===== config.mk =====
export PLATFORM = sky130hd
export DESIGN_NAME = demux_capture_bank
export DESIGN_NICKNAME = d
export VERILOG_FILES = /design/src/rtl/demux_capture_bank_pkg.sv /design/src/rtl/demux_capture_bank_capture_chan.sv /design/src/rtl/demux_capture_bank.sv
export SDC_FILE = /design/constraint.sdc
export NUM_CORES = 1
export LEC_CHECK = 0
export CAP_MARGIN = 20
export CELL_PAD_IN_SITES_DETAIL_PLACEMENT = 1
export CELL_PAD_IN_SITES_GLOBAL_PLACEMENT = 1
export CORE_MARGIN = 5
export CORE_UTILIZATION = 35
export DETAILED_ROUTE_END_ITERATION = 8
export GPL_ROUTABILITY_DRIVEN = 0
export HOLD_SLACK_MARGIN = 0.06
export PLACE_DENSITY_LB_ADDON = 0.1
export SLEW_MARGIN = 20
export SYNTH_ARGS = -nofsm -noshare
export SYNTH_HDL_FRONTEND = slang
export SYNTH_SLANG_ARGS = --single-unit

===== constraint.sdc =====
create_clock -name clk -period 3.8 [get_ports clk]
set_input_delay 0.95 -clock clk [delete_from_list [all_inputs] [get_ports clk]]
set_output_delay 0.95 -clock clk [all_outputs]
set_load 0.01 [all_outputs]

===== src/rtl/demux_capture_bank_pkg.sv =====
// Shared constants for the demux capture bank: default widths, channel count
// and the channel select encoding used by the upstream demultiplexer.
package demux_capture_bank_pkg;

    localparam int DATA_W_DEF = 8;
    localparam int CNT_W_DEF  = 4;
    localparam int NUM_CH     = 4;
    localparam int SEL_W      = 2;

    localparam logic [SEL_W-1:0] CH0 = 2'b00;
    localparam logic [SEL_W-1:0] CH1 = 2'b01;
    localparam logic [SEL_W-1:0] CH2 = 2'b10;
    localparam logic [SEL_W-1:0] CH3 = 2'b11;

endpackage


===== src/rtl/demux_capture_bank_capture_chan.sv =====
// One capture channel: holding register, unread/overrun flags and a
// saturating capture counter.
module capture_chan
    import demux_capture_bank_pkg::*;
#(
    parameter int DATA_W = DATA_W_DEF,
    parameter int CNT_W  = CNT_W_DEF
) (
    input  logic              clk,
    input  logic              rst,
    input  logic              wr,
    input  logic [DATA_W-1:0] wr_data,
    input  logic              rd,
    input  logic              ovf_clr,
    output logic [DATA_W-1:0] hold,
    output logic              full,
    output logic              ovf,
    output logic [CNT_W-1:0]  cnt
);

    logic [DATA_W-1:0] hold_q, hold_d;
    logic              full_q, full_d;
    logic              ovf_q,  ovf_d;
    logic [CNT_W-1:0]  cnt_q,  cnt_d;

    always_comb begin
        hold_d = hold_q;
        full_d = full_q;
        ovf_d  = ovf_clr ? 1'b0 : ovf_q;
        cnt_d  = cnt_q;
        if (rd) begin
            full_d = 1'b0;
        end
        if (wr) begin
            hold_d = wr_data;
            full_d = 1'b1;
            // A same-cycle read drains the old byte, so overwriting it is not an overrun
            if (full_q && !rd) begin
                ovf_d = 1'b1;
            end
            if (cnt_q != '1) begin
                cnt_d = cnt_q + 1'b1;
            end
        end
    end

    always_ff @(posedge clk) begin
        if (rst) begin
            hold_q <= '0;
            full_q <= 1'b0;
            ovf_q  <= 1'b0;
            cnt_q  <= '0;
        end else begin
            hold_q <= hold_d;
            full_q <= full_d;
            ovf_q  <= ovf_d;
            cnt_q  <= cnt_d;
        end
    end

    assign hold = hold_q;
    assign full = full_q;
    assign ovf  = ovf_q;
    assign cnt  = cnt_q;

endmodule


===== src/rtl/demux_capture_bank.sv =====
// Capture bank behind the 4-way demux: select decode into four capture
// channels and a registered read mux back to the consumer.
module demux_capture_bank
    import demux_capture_bank_pkg::*;
#(
    parameter int DATA_W = DATA_W_DEF,
    parameter int CNT_W  = CNT_W_DEF
) (
    input  logic                    clk,
    input  logic                    rst,
    input  logic                    wr_en,
    input  logic [SEL_W-1:0]        wr_sel,
    input  logic [DATA_W-1:0]       ch0_in,
    input  logic [DATA_W-1:0]       ch1_in,
    input  logic [DATA_W-1:0]       ch2_in,
    input  logic [DATA_W-1:0]       ch3_in,
    input  logic                    rd_en,
    input  logic [SEL_W-1:0]        rd_sel,
    input  logic                    ovf_clr,
    output logic [DATA_W-1:0]       rd_data,
    output logic                    rd_valid,
    output logic [NUM_CH-1:0]       ch_full,
    output logic [NUM_CH-1:0]       ch_ovf,
    output logic [NUM_CH*CNT_W-1:0] ch_cnt
);

    logic [DATA_W-1:0] ch_in [NUM_CH];
    logic [DATA_W-1:0] hold  [NUM_CH];
    logic [NUM_CH-1:0] wr_hit;
    logic [NUM_CH-1:0] rd_hit;

    logic [DATA_W-1:0] rd_data_q, rd_data_d;
    logic              rd_valid_q, rd_valid_d;

    assign ch_in[0] = ch0_in;
    assign ch_in[1] = ch1_in;
    assign ch_in[2] = ch2_in;
    assign ch_in[3] = ch3_in;

    always_comb begin
        wr_hit = '0;
        rd_hit = '0;
        for (int i = 0; i < NUM_CH; i++) begin
            wr_hit[i] = wr_en && (wr_sel == SEL_W'(i));
            rd_hit[i] = rd_en && (rd_sel == SEL_W'(i));
        end
    end

    for (genvar i = 0; i < NUM_CH; i++) begin : g_chan
        capture_chan #(
            .DATA_W (DATA_W),
            .CNT_W  (CNT_W)
        ) u_chan (
            .clk     (clk),
            .rst     (rst),
            .wr      (wr_hit[i]),
            .wr_data (ch_in[i]),
            .rd      (rd_hit[i]),
            .ovf_clr (ovf_clr),
            .hold    (hold[i]),
            .full    (ch_full[i]),
            .ovf     (ch_ovf[i]),
            .cnt     (ch_cnt[i*CNT_W +: CNT_W])
        );
    end

    // An empty channel reads back as zero even though its holding register keeps stale data
    always_comb begin
        rd_data_d  = rd_data_q;
        rd_valid_d = 1'b0;
        if (rd_en) begin
            rd_valid_d = ch_full[rd_sel];
            rd_data_d  = ch_full[rd_sel] ? hold[rd_sel] : '0;
        end
    end

    always_ff @(posedge clk) begin
        if (rst) begin
            rd_data_q  <= '0;
            rd_valid_q <= 1'b0;
        end else begin
            rd_data_q  <= rd_data_d;
            rd_valid_q <= rd_valid_d;
        end
    end

    assign rd_data  = rd_data_q;
    assign rd_valid = rd_valid_q;

endmodule


Yosys cells after proc, flatten, opt, wreduce, memory -nomap -nowiden. Index checks and enable logic that the tools add are counted.

Input bits: 41. Word-level logic and storage cells: 89. Register bits after elaboration: 65.

Multiplexer cells: 26. Bitwise logic cells: 2. Eq/ne operators: 10. Add/sub/neg operators: 4. Reductions and logical operators: 27. Magnitude comparators: 2.

Operator list (number): 8-bit 2-to-1 mux (3); 1-bit 2-to-1 mux (21); 4-bit by 1-bit adder with 4-bit output (second input constant) (4); 8-bit binary-select mux with 2-bit select (1); 4-bit != test (second input constant) (4); 1-bit logical AND (12); 2-bit equality test (second input constant) (4); 2-bit AND reduction (4); 2-bit nonzero test (4); 2-bit by 1-bit equality test with 1-bit output (second input constant) (2); 1-bit logical NOT (4); 2-bit logical NOT (2); 3-bit greater-or-equal comparator (second input constant) (1); 2-bit by 3-bit < comparator with 1-bit output (second input constant) (1); 2-bit inverter with 3-bit output (1); 1-bit binary-select mux with 2-bit select (1); 2-bit OR reduction (1); 1-bit inverter (1).

Logic depth before layout (Yosys ltp). Gate-level depths: netlist of run 1.

Depth after elaboration: 6. Depth in mapped cells: 5. Depth with buffers taken out: 4.

Hierarchy. Synthesis of run 1 repeated with hierarchy kept, for this count alone.

Cell total of the unflattened synthesis: 267. Area total of the unflattened synthesis: 2859.0 µm².

Modules (own cells, without submodules): capture_chan (cells each 54, instances 4, area each 559.3 µm²); demux_capture_bank (cells each 51, instances 1, area each 621.8 µm²).

Least setup slack after synthesis of run 1. Ideal clock, no wire load.

Kind: in2reg. Start point: input port rd_sel[1]. End point: register rd_data_q[5] (netlist: rd_data[5]). Setup time: 0.132 ns. Slack: 1.727 ns. Path buffers: 2. Arrival: 1.940 ns. Stages: 5. Cell sequence: buf_4 -> buf_2 -> mux4_2 -> nand3_1 -> a21oi_1.

Word-level cells in the longest chain between the ends: 5. Elaborated cells on any way between the ends: 7. Classes of those cells: mux: 6; bitwise: 1.

Ends and longest elaborated chain: start, declared (RTL line demux_capture_bank.sv:18) `input logic [SEL_W-1:0] rd_sel,`; 2-bit inverter with 3-bit output (implied by the code) (RTL line demux_capture_bank.sv:73) `rd_data_d = ch_full[rd_sel] ? hold[rd_sel] : '0;`; 8-bit binary-select mux with 2-bit select (RTL line demux_capture_bank.sv:73); 8-bit 2-to-1 mux (implied by the code) (2 in series) (RTL line demux_capture_bank.sv:73); 8-bit 2-to-1 mux (*) (RTL line demux_capture_bank.sv:73); end signal, assigned (RTL line demux_capture_bank.sv:82) `rd_data_q <= rd_data_d;`; end, declared (RTL line demux_capture_bank.sv:32) `logic [DATA_W-1:0] rd_data_q, rd_data_d;`.

Mark *: on every way between the ends. The rest lies on a longest branch, timed or not. The select of a mux whose other input is x is not followed. A chain may end at the register's enable or synchronous reset.

Worst setup path after layout of run 1.
Start point: input port rd_sel[0]. End point: register rd_data_q[7] (netlist: rd_data[7]).

Same word-level chain as after synthesis.

==> results of run 1 <==
==> through the flow <==
stage	setup slack, ns	utilization (%)	instances	power, mW	hold slack, ns
5_1_grt	1.25	48.0	479	1.53	0.482
2_1_floorplan	1.73	-	315	0.789	0.433
6_report	1.36	48.0	479	1.47	0.454
3_3_place_gp	1.02	45.3	464	0.858	0.443
4_1_cts	1.37	48.0	479	1.48	0.458
3_5_place_dp	1.01	45.3	464	0.859	0.448
==> state kept, by name, indices dropped and copies added (netlist names) <==
signal and count:
g_chan.u_chan.cnt 16, g_chan.u_chan.full 4, g_chan.u_chan.hold 32, g_chan.u_chan.ovf 4
rd_data 8, rd_valid 1
==> cell families (layout without fill, tap and decap cells) <==
| kind of cell | after synthesis | in the layout | synth area share (%) |
|---|---|---|---|
| flops | 65 | 65 | 47.3 |
| buf+inv | 29 | 91 | 5.27 |
| compound gates | 80 | 80 | 15.4 |
| fa+ha+maj | 4 | 4 | 1.82 |
| simple gates | 128 | 128 | 22.9 |
| mux | 9 | 9 | 7.36 |
==> cell usage in the layout (no fill, tap or decap), types with 5 or more instances in the layout <==
cell type,instances
or3_1,8
clkdlybuf4s50_1,72
nand2b_1,9
nand3_1,14
nor3_1,5
nand3b_1,7
nand2_1,68
clkbuf_8,13
mux4_2,9
a21oi_1,62
and3_1,5
dfxtp_1,65
o21ai_0,10
==> how the worst max path moves through the flow <==
stage / start / end / slack [ns] / cells after the start
after floorplan: rd_sel[1] / rd_data[5] / 1.73 / 5
after global placement: rd_sel[0] / rd_data[7] / 1.02 / 4
after detailed placement: rd_sel[0] / rd_data[7] / 1.01 / 4
after CTS: rd_sel[0] / rd_data[7] / 1.37 / 4
after global routing: rd_sel[0] / rd_data[7] / 1.25 / 4
final: rd_sel[0] / rd_data[7] / 1.36 / 4
==> cell type report <==
type | count | area (um2)
timing repair buffer | 75 | 741
multi-input combinational | 221 | 1310
fill | 932 | 3990
tap | 102 | 128
clock buffer | 13 | 179
clock inverter | 2 | 35.0
inverter | 1 | 3.75
sequential | 65 | 1300
==> per-layer routing <==
metal / track usage [%] / vias up
li1: - / 1218
met2: 24.1 / 51
met3: 4.25 / 10
met1: 20.8 / 1147
met5: 0 / -
met4: 5.04 / 0
==> critical path: stages <==
cell and delay [ns]:
clkdlybuf4s50_1 0.78, mux4_2 0.68, nand3_1 0.13, a21oi_1 0.08
==> power breakdown <==
part           leakage, nW  internal [mW]  switching, mW  total [mW]
registers            0.527          0.698         0.0133       0.711
clock network        0.112          0.370          0.254       0.624
logic                0.637         0.0709         0.0601       0.131
==> flow_summary.json, run 1 <==
{
  "status": "completed",
  "drt_wl_total_um": 7280,
  "remaining_drc_errors": 0,
  "slew_headroom_pct": 44.5,
  "antenna_found_initial": 0,
  "clk_pin_slew_worst_paths_ns": 0.07,
  "crit_arrival_ns": 2.62,
  "dp_hpwl_um": 5390,
  "clock_latency_ns": 0.34,
  "routed_via_density": 5.06,
  "synthCells": 315,
  "r2r-start": "g_chan[3].u_chan.cnt[0]",
  "maxCapViolations": 0,
  "routed-wl-met3_um": 323,
  "max_freq_mhz": 411,
  "seq_area_frac_synth_pct": 47.3,
  "track_usage_pct": 15.5,
  "synth_nets": 360,
  "cts.root.buffer_cell": "clkbuf_8",
  "post_cts_resized": 0,
  "area_growth_pct": 34.2,
  "placed_area_um2": 3480,
  "hold_class": "reg -> reg",
  "finClkSkew_ns": 0.00589,
  "core_region_area_um2": 7690,
  "setup_violations": 0,
  "yosysMostFrequentCell": "nand2_1",
  "die_area_um2": 9740,
  "r2r-end": "g_chan[3].u_chan.cnt[0]",
  "async_flop_share_pct": 0,
  "critPathCaptureType": "flip-flop",
  "worstPathRequired_ns": 3.98,
  "top_level_ports": 74,
  "min_from": "g_chan[0].u_chan.hold[1]",
  "hold_buffers": 0,
  "grt_max_degree": 45,
  "die_h_um": 98.7,
  "drt-met1-wl_um": 3540,
  "row_count": 32,
  "drive_gt1_share_pct": 7.43,
  "first_iter_violations": 70,
  "fin_setup_tns_ns": 0,
  "numCtsBuffers": 9,
  "grt_setup_unrepaired": "no",
  "finalCriticalPeriod_ns": 2.44,
  "synthDistinctLibCells": 24,
  "syn_avg_cell_area_um2": 8.74,
  "hold_viol": 0,
  "report.final.slew_viol_count": 0,
  "dr.pass1.iters": 4,
  "overflow": 0,
  "finalInstanceArea_um2": 3690,
  "grt_pass1_vias": 2337,
  "synth_top_area_share_pct": 47.3,
  "cts.sinks": 65,
  "wl_per_cell_um": 15.2,
  "synth_edf_count": 0,
  "yosysTopAreaCell": "dfxtp_1",
  "cp-start-kind": "input pin",
  "insertedDiodeCount": 0,
  "cts_tree": "done",
  "vias": 2426,
  "rrSetupSlack_ns": 2.45,
  "top_layer": "met4",
  "synth_top_cells_by_count": "nand2_1 (68), dfxtp_1 (65), a21oi_1 (62)",
  "min_path_cells": 2,
  "peakVddDrop_mv": 0.245,
  "yosys_warnings": 0,
  "synth_area_um2": 2750,
  "synthFlopType": "dfxtp_1",
  "p_leak_nw": 1.28,
  "finalCritPeriodShare_pct": 64.1,
  "grt_pass1_wl_um": 12000,
  "crit_type": "in -> reg",
  "cts_setup_buffers": 0,
  "synth_area_leaders": "dfxtp_1 (47%), a21oi_1 (11%), nand2_1 (9.3%)",
  "wl_met2_um": 3330,
  "postRouteAntennaNets": 0,
  "clockBufferDepth": 2,
  "synth_seq_cells": 65,
  "path_max_fanout": 13,
  "reg2reg_depth": 4,
  "powerDensity_nw_per_um2": 397,
  "die_w_um": 98.7,
  "min_to": "g_chan[0].u_chan.hold[1]",
  "portBuffers": 73,
  "nets": 418,
  "h-tree-depth": 3,
  "start_util_pct": 35.8,
  "worst_pin_slew_ns": 0.833
}
(Power assumes the default switching activity.)
==> run 2: changes to the inputs <==
Clock period 3.8 ns to 2.3 ns, I/O delays scaled along.
==> flow_summary.json, run 2 (synthesized netlist as in run 1, its figures left out) <==
{
  "p_leak_nw": 1.32,
  "path_buf_inv": 1,
  "first_iter_violations": 53,
  "postRouteAntennaNets": 0,
  "cp-start-kind": "flip-flop",
  "portBuffers": 73,
  "clk_pin_slew_worst_paths_ns": 0.07,
  "grt_setup_unrepaired": "no",
  "cp_top_family": "buffers and inverters",
  "largest_reg_flops": 32,
  "antenna_found_initial": 0,
  "grt_max_degree": 32,
  "nets": 430,
  "clockBufferDepth": 2,
  "cts_tree": "done",
  "dr.pass1.iters": 4,
  "die_w_um": 98.7,
  "crit_chain": "clkdlybuf4s50_1",
  "start_util_pct": 35.8,
  "hold_class": "reg -> reg",
  "slew_headroom_pct": 75.6,
  "powerDensity_nw_per_um2": 624,
  "remaining_drc_errors": 0,
  "report.final.slew_viol_count": 0,
  "clock_latency_ns": 0.33,
  "cts_setup_buffers": 0,
  "routed_via_density": 5.00,
  "finalCritPeriodShare_pct": 82.5,
  "insertedDiodeCount": 0,
  "setup_violations": 0,
  "vias": 2462,
  "maxCapViolations": 0,
  "drt_wl_total_um": 7660,
  "cts.root.buffer_cell": "clkbuf_8",
  "layout_common_cells": "clkdlybuf4s50_1 (72), nand2_1 (68), dfxtp_1 (65)",
  "critPathCaptureType": "output port",
  "worst_pin_slew_ns": 0.366,
  "crit_arrival_ns": 1.32,
  "finalCriticalPeriod_ns": 1.90,
  "path_max_fanout": 4,
  "die_area_um2": 9740,
  "overflow": 0,
  "core_region_area_um2": 7690,
  "fin_cells": 492,
  "crit_type": "reg -> out",
  "fin_setup_tns_ns": 0,
  "fillers": 917,
  "h-tree-depth": 3,
  "crit_path_max_incr_delay_ns": 0.57,
  "wl_per_cell_um": 15.6,
  "numCtsBuffers": 9,
  "worstPathRequired_ns": 1.73,
  "dpl_worst_slack_ns": 0.121,
  "dp_hpwl_um": 5750,
  "setup_ws_ns": 0.403,
  "placed_area_um2": 3580,
  "track_usage_pct": 16.1,
  "row_count": 32,
  "top_level_ports": 74,
  "finalInstanceArea_um2": 3770,
  "post-place-cells": 476,
  "crit_slowest_cell": "clkdlybuf4s50_1",
  "grt_pass1_wl_um": 12500,
  "max_freq_mhz": 527,
  "drive_gt1_share_pct": 9.74,
  "finClkSkew_ns": 0.00693,
  "status": "completed",
  "fin_util_pct": 49.1,
  "area_growth_pct": 37.0,
  "hold_ws_ns": 0.457,
  "cts.sinks": 65,
  "hold_viol": 0,
  "peakVddDrop_mv": 0.320,
  "post_cts_resized": 0,
  "p_total_mw": 2.35,
  "die_h_um": 98.7,
  "hold_buffers": 0,
  "grt_pass1_vias": 2557,
  "final_common_cell": "clkdlybuf4s50_1"
}
run 2: cell type report:
| class | instances | area (um2) | share of cell area, % |
|---|---|---|---|
| multi-input combinational | 221 | 1310 | 34.6 |
| clock buffer | 13 | 149 | 3.95 |
| clock inverter | 3 | 40.0 | 1.06 |
| timing repair buffer | 87 | 843 | 22.4 |
| inverter | 1 | 3.75 | 0.0995 |
| sequential | 65 | 1300 | 34.5 |
| tap | 102 | 128 | 3.38 |
run 2: metal layers:
metal	global-route usage, %	wire [um]	up-vias	share of wire (%)
li1	-	-	1238	-
met1	20.7	3620	1163	47
met2	26.4	3530	56	46
met3	5.59	465	5	6.1
met4	3.15	44	0	0.57
met5	0	0	-	0
run 2: final timing paths:
| kind | start | slack (ns) | to | depth (start not counted) |
|---|---|---|---|---|
| worst min register to register | g_chan[0].u_chan.hold[3] | 0.46 | g_chan[0].u_chan.hold[3] | 2 |
| worst max register to register | g_chan[3].u_chan.cnt[0] | 0.96 | g_chan[3].u_chan.cnt[0] | 4 |
| worst min-delay path | g_chan[0].u_chan.hold[3] | 0.46 | g_chan[0].u_chan.hold[3] | 2 |
| worst max-delay path | g_chan[2].u_chan.full | 0.40 | ch_full[2] | 1 |
run 2: worst min-delay path, delay by kind of cell, from the launching register on:
family             cells  cell delay [ns]
AOI/OAI and AO/OA      1             0.05
and+or+nand+nor        1             0.05
DFF                    1             0.31
run 2: power by group:
group | switching [mW] | leakage (nW) | internal [mW] | total [mW]
clock network | 0.413 | 0.0974 | 0.528 | 0.942
registers | 0.0216 | 0.527 | 1.15 | 1.17
logic | 0.105 | 0.698 | 0.130 | 0.235
total | 0.540 | 1.32 | 1.81 | 2.35
==> run 3: changes to the inputs <==
Settings changed: CORE_UTILIZATION 35 to 32.
Clock period 2.3 ns to 1.7 ns, I/O delays scaled along.
==> flow_summary.json, run 3 (synthesized netlist as in run 1, its figures left out) <==
{
  "hold_ws_ns": 0.456,
  "finClkSkew_ns": 0.00830,
  "status": "completed",
  "clock_latency_ns": 0.34,
  "max_freq_mhz": 605,
  "crit_chain": "clkdlybuf4s50_1",
  "critPathCaptureType": "output port",
  "clockBufferDepth": 2,
  "final_common_cell": "nand2_1",
  "cts.root.buffer_cell": "clkbuf_8",
  "maxCapViolations": 0,
  "grt_setup_unrepaired": "no",
  "clk_pin_slew_worst_paths_ns": 0.08,
  "crit_slowest_cell": "clkdlybuf4s50_1",
  "row_count": 33,
  "wl_per_cell_um": 16.2,
  "report.final.slew_viol_count": 0,
  "die_h_um": 103,
  "track_usage_pct": 16.5,
  "postRouteAntennaNets": 0,
  "nets": 437,
  "cp_top_family": "buffers and inverters",
  "grt_max_degree": 35,
  "power_switching_uw": 793,
  "worstPathRequired_ns": 1.27,
  "die_area_um2": 10600,
  "cts_setup_buffers": 0,
  "numCtsBuffers": 9,
  "layout_common_cells": "nand2_1 (68), a21oi_1 (62), dfxtp_1 (60)",
  "finalCriticalPeriod_ns": 1.65,
  "top_level_ports": 74,
  "hold_class": "reg -> reg",
  "worst_pin_slew_ns": 0.315,
  "powerDensity_nw_per_um2": 863,
  "p_clk_share_pct": 42.6,
  "remaining_drc_errors": 0,
  "area_growth_pct": 41.6,
  "path_max_fanout": 2,
  "drt_wl_total_um": 8110,
  "cts.sinks": 65,
  "placed_area_um2": 3690,
  "crit_arrival_ns": 1.23,
  "start_util_pct": 33.2,
  "peakVddDrop_mv": 0.449,
  "largest_reg_flops": 32,
  "path_buf_inv": 1,
  "p_leak_nw": 1.57,
  "h-tree-depth": 3,
  "seqPwrFrac_pct": 47.3,
  "slew_headroom_pct": 79.0,
  "dp_hpwl_um": 6110,
  "overflow": 0,
  "grt_pass1_wl_um": 13300,
  "portBuffers": 73,
  "routed_via_density": 5.00,
  "setup_violations": 0,
  "seq_area_um2": 1310,
  "die_w_um": 103,
  "insertedDiodeCount": 0,
  "hold_viol": 0,
  "vias": 2508,
  "finalCritPeriodShare_pct": 97.2,
  "crit_type": "reg -> out",
  "internal_power_mw": 2.57,
  "drive_gt1_share_pct": 13.1,
  "first_iter_violations": 37,
  "swShare_pct": 23.6,
  "multi_input_comb_area_um2": 1310,
  "cts_tree": "done",
  "antenna_found_initial": 0,
  "power.share.combinational_pct": 10.2,
  "fillers": 963,
  "dr.pass1.iters": 4,
  "cp-start-kind": "flip-flop",
  "core_region_area_um2": 8300,
  "crit_path_max_incr_delay_ns": 0.54,
  "grt_pass1_vias": 2601,
  "finalInstanceArea_um2": 3900
}
[run 3: path summary, 6_finish.rpt]
check                           start  cells past startpoint                        to  slack [ns]
max reg2reg   g_chan[2].u_chan.cnt[0]                      4   g_chan[2].u_chan.cnt[0]        0.37
min          g_chan[3].u_chan.hold[6]                      2  g_chan[3].u_chan.hold[6]        0.46
max                        rd_data[3]                      1                rd_data[3]        0.05
min reg2reg  g_chan[3].u_chan.hold[6]                      2  g_chan[3].u_chan.hold[6]        0.46
[run 3: power by group through the flow]
stage / logic (mW) / registers (mW) / clock network (mW)
2_1_floorplan: 0.149 / 1.61 / 0
3_3_place_gp: 0.346 / 1.62 / 0
3_5_place_dp: 0.351 / 1.62 / 0
4_1_cts: 0.348 / 1.59 / 1.47
5_1_grt: 0.374 / 1.59 / 1.53
6_report: 0.342 / 1.59 / 1.43
[run 3: metrics by stage]
step	power, mW	std cells	setup TNS, ns	setup slack (ns)	utilization (%)
finish	3.36	502	0	0.0475	47.0
global route	3.50	502	0	0.000187	47.0
CTS	3.41	502	0	0.00517	46.8
detailed placement	1.98	486	-9.05	-0.286	44.4
global placement	1.97	486	-7.27	-0.239	44.4
floorplan	1.76	315	0	0.152	-
[run 3: layout make-up]
cell class,count,share of cell area (%)
flip-flops and latches,65,33.5
inverters,1,0.0963
repair buffers,94,24.1
well taps,105,3.37
clock buffers,10,3.27
clock inverters,6,2.12
multi-input cells,221,33.5
[run 3: what timing repair did]
item                                    in CTS  in global routing
endpoints found under the setup margin      20                  6
hold buffers                                 0                  0
resized for setup                           22                  6
[run 3: tightest hold or removal path, stage by stage, from the launching register on]
cell and delay (ns):
dfxtp_1 0.31, nand2_1 0.05, a21oi_1 0.05
[run 3: layer usage]
metal,vias up,GRT usage (%),share of wire (%)
li1,1254,-,-
met1,1192,22.3,48
met2,50,25.7,46
met3,12,3.38,4.5
met4,0,6.57,1.5
met5,-,0,0
==> patch 1: new RTL, flow settings as in run 2 <==
The package constant `DATA_W_DEF` goes from 8 to 6.
--- a/src/rtl/demux_capture_bank_pkg.sv
+++ b/src/rtl/demux_capture_bank_pkg.sv
@@ -2,7 +2,7 @@
 // and the channel select encoding used by the upstream demultiplexer.
 package demux_capture_bank_pkg;
 
-    localparam int DATA_W_DEF = 8;
+    localparam int DATA_W_DEF = 6;
     localparam int CNT_W_DEF  = 4;
     localparam int NUM_CH     = 4;
     localparam int SEL_W      = 2;
Ports: changed (5 resized); port bits go from 74 to 64. The function was not compared with the original's and may differ.
==> patch 1 against run 2 <==
Worst setup slack gained 33 ps. Die area shrank 13%. Largest power group unchanged. Critical endpoint is now ch_full[3]. Clock skew shrank 2.3 ps. Synthesized area shrank 14%. Wire length shrank 17%. Power shrank 27%. Sequential cell count shrank 10. Final area shrank 16%.
==> patch 1: results (changes against run 2) <==
outcome: "completed"  # unchanged
grt_max_degree: 31  # was 32
critPathArrivalTime_ps: 1290  # was 1320 ps
nFillCells: 784  # was 917
synthTopCellsByArea: "dfxtp_1 47%, a21oi_1 11%, nand2_1 8.4%"  # was dfxtp_1 47%, a21oi_1 11%, nand2_1 9.3%
drive_gt1_frac: 0.0906  # was 0.0974
synth_warnings: 0  # unchanged
syn-num-nets: 307  # was 360
numPortBuffers: 63  # was 73
clk_latency_ps: 300  # was 330 ps
dp_hpwl_um: 4810  # was 5750 µm
grt_pass1_wl_um: 10400  # was 12500 µm
irDropWorstVdd_mv: 0.250  # was 0.320 mV
cellLeakagePower_nw: 1.10  # was 1.32 nW
largest_reg_flops: 24  # was 32
grt_usage: 0.154  # was 0.161
worst_pin_slew_ps: 573  # was 366 ps
wl_per_cell_um: 15.4  # was 15.6 µm
vias: 2124  # was 2462
htreeDepth: 2  # was 3
async_reset_ff_frac: 0  # unchanged
fin_nets: 367  # was 430
synth-seq-area-share: 0.467  # was 0.473
cts_buffers: 5  # was 9
drt-initial-drc-count: 82  # was 53
synth_common_cells: "55 x dfxtp_1, 53 x nand2_1, 52 x a21oi_1, 15 x clkbuf_1, 12 x nand3_1"  # was 68 x nand2_1, 65 x dfxtp_1, 62 x a21oi_1, 17 x clkbuf_1, 14 x nand3_1
-- patch 1: cell count changes in the layout (fill, tap and decap cells not counted), sizes merged, moves of 7 or more --
cell                  run 2  this run
clkdlybuf4s50            72        62
clkbuf                   13         6
dfxtp                    65        55
a21oi                    62        52
nand2                    68        53
-- patch 1: kinds of logic after synthesis --
| kind of cell | count (synthesis) | synth area share |
|---|---|---|
| buffers and inverters | 25 | 0.0531 |
| flip-flops | 55 | 0.467 |
| AO/OA/AOI/OAI | 70 | 0.158 |
| multiplexers | 7 | 0.0669 |
| adder cells (fa/ha/maj) | 4 | 0.0212 |
| AND/OR/NAND/NOR | 109 | 0.233 |
-- patch 1: final cells by class --
class,instances,share of cell area
clock buffers,6,0.0229
clock inverters,2,0.00396
flip-flops and latches,55,0.348
repair buffers,77,0.235
multi-input cells,190,0.357
well taps,80,0.0316
inverters,1,0.00119
-- patch 1: metrics by stage --
step | cell area (µm²) | worst slack (ps) | hold WS, ps | std cells | total power [W]
3_3_place_gp | 3080 | 179 | 443 | 403 | 0.00122
4_1_cts | 3160 | 418 | 463 | 411 | 0.00175
5_1_grt | 3160 | 367 | 493 | 411 | 0.00180
3_5_place_dp | 3080 | 126 | 449 | 403 | 0.00122
2_1_floorplan | 2360 | 725 | 433 | 270 | 0.00110
6_report | 3160 | 436 | 458 | 411 | 0.00172
-- patch 1: report_power, final --
part	internal, W	switching [W]	total (W)
logic	0.000112	0.0000911	0.000203
registers	0.000975	0.0000184	0.000993
clock network	0.000214	0.000315	0.000528
total	0.00130	0.000424	0.00172
-- patch 1: path summary, 6_finish.rpt --
path,start,slack [ps],to,cells past startpoint
setup / recovery,g_chan[3].u_chan.full,440,ch_full[3],1
hold / removal,g_chan[0].u_chan.ovf,460,g_chan[0].u_chan.ovf,2
setup reg to reg,g_chan[0].u_chan.cnt[0],950,g_chan[0].u_chan.cnt[0],4
hold reg to reg,g_chan[0].u_chan.ovf,460,g_chan[0].u_chan.ovf,2
-- patch 1: layer usage --
metal | wire length [µm] | global-route usage | vias up
met4 | 57 | 0.0408 | 0
met1 | 3160 | 0.208 | 1008
met5 | 0 | 0 | -
met2 | 2900 | 0.249 | 46
li1 | - | - | 1065
met3 | 233 | 0.0304 | 5
==> patch 2: new RTL, flow settings as in run 2 <==
Made on the original files. Take the reset off `rd_data_q` and load it in a clocked block of its own.
--- a/src/rtl/demux_capture_bank.sv
+++ b/src/rtl/demux_capture_bank.sv
@@ -76,12 +76,14 @@
 
     always_ff @(posedge clk) begin
         if (rst) begin
-            rd_data_q  <= '0;
             rd_valid_q <= 1'b0;
         end else begin
-            rd_data_q  <= rd_data_d;
             rd_valid_q <= rd_valid_d;
         end
+    end
+
+    always_ff @(posedge clk) begin
+        rd_data_q <= rd_data_d;
     end
 
     assign rd_data  = rd_data_q;
Behaviour: differs if rst is asserted again (counterexample within 4 cycles, from zero or initial values and one cycle with rst high); with rst held inactive, the same outputs for 10 cycles.
==> patch 2 against run 2 <==
Wire length is 0.51% lower. Register-to-register slack got worse by 80 ps. Non-clock buffer count decreased by 4. Synthesized area up 0.18%. Power grew 2.8%. Final area down 0.27%. Sequential cell count did not move. Die area up 0.16%. Worst setup slack better by 14 ps. Sequential share of layout area is 2.2 points higher. Clock skew barely moved. Critical endpoint unchanged.
==> patch 2: results (changes against run 2) <==
outcome: "completed"  # unchanged
cts_buffers: 9  # unchanged
clkPwrFrac: 0.401  # was 0.400
dpl-instance-area_um2: 3560  # was 3580 µm²
irDropWorstVdd_mv: 0.315  # was 0.320 mV
fin_skew_ps: 6.48  # was 6.93 ps
vias: 2392  # was 2462
grt_usage: 0.161  # about the same
dp_hpwl_um: 5760  # was 5750 µm
synth-edff-count: 8  # was 0
ys_types: 32  # was 24
synth_ff_type: "dfxtp_1"  # unchanged
numPortBuffers: 73  # unchanged
syn-num-nets: 340  # was 360
post-place-ws_ps: 76.1  # was 121 ps
final_cells: 471  # was 492
switchingPower_w: 0.000544  # was 0.000540 W
cts-root-buf: "clkbuf_8"  # unchanged
fin_nets: 409  # was 430
grt_pass1_wl_um: 12500  # about the same
hold_class: "flip-flop to flip-flop"  # unchanged
cellLeakagePower_nw: 1.32  # about the same
synthTopCellsByArea: "dfxtp_1 41%, nand2_1 9.3%, a21oi_1 9.1%"  # was dfxtp_1 47%, a21oi_1 11%, nand2_1 9.3%
drive_gt1_frac: 0.103  # was 0.0974
wl_per_cell_um: 16.2  # was 15.6 µm
worstPathMaxFanout: 4  # unchanged
grt_max_degree: 26  # was 32
synth-seq-area-share: 0.501  # was 0.473
worst_pin_slew_ps: 498  # was 366 ps
cts_setup_buffers: 0  # unchanged
clockBufferDepth: 2  # unchanged
clk_latency_ps: 330  # about the same
dp_cells: 455  # was 476
syn_area_per_cell_um2: 9.35  # was 8.74 µm²
crit_family: "buffers and inverters"  # unchanged
yosys.area_share.adder: 0.0181  # was 0.0182
synthMuxAreaShare: 0.0767  # was 0.0736
grt_pass1_vias: 2457  # was 2557
slowest_stage: "clkdlybuf4s50_1"  # unchanged
htreeDepth: 3  # unchanged
timing.critical_path.slowest_cell_delay_ps: 570  # about the same
power_frac_seq: 0.498  # was 0.500
antenna_found_initial: 0  # unchanged
synth_common_cells: "68 x nand2_1, 57 x dfxtp_1, 50 x a21oi_1, 10 x clkbuf_1, 10 x o21ai_0"  # was 68 x nand2_1, 65 x dfxtp_1, 62 x a21oi_1, 17 x clkbuf_1, 14 x nand3_1
diodes: 0  # unchanged
largest_reg_flops: 32  # unchanged
drt-initial-drc-count: 63  # was 53
clk_pin_slew_ps: 70  # about the same
firstDrtPassIters: 4  # unchanged
synth_compound_area_frac: 0.146  # was 0.154
synth_warnings: 0  # unchanged
patch 2: path summary, 6_finish.rpt:
kind	startpoint	endpoint	slack [ps]	cells past startpoint
max	g_chan[2].u_chan.full	ch_full[2]	420	1
min	g_chan[1].u_chan.hold[2]	g_chan[1].u_chan.hold[2]	460	2
min reg2reg	g_chan[1].u_chan.hold[2]	g_chan[1].u_chan.hold[2]	460	2
max reg2reg	g_chan[1].u_chan.cnt[0]	g_chan[1].u_chan.cnt[3]	880	4
patch 2: per-layer routing:
layer  up-vias  global-route usage  share of wire  wire length (µm)
li1       1177                   -              -                 -
met1      1146               0.225           0.49              3710
met2        61               0.247           0.45              3440
met3         8              0.0333          0.050               385
met4         0              0.0567          0.013                96
met5         -                   0              0                 0
patch 2: area by class of cell:
type | count | area, µm²
fillers | 875 | 3930
flip-flops and latches | 65 | 1380
multi-input cells | 203 | 1230
repair buffers | 83 | 813
clock buffers | 13 | 159
well taps | 102 | 128
clock inverters | 3 | 40.0
inverters | 2 | 7.51
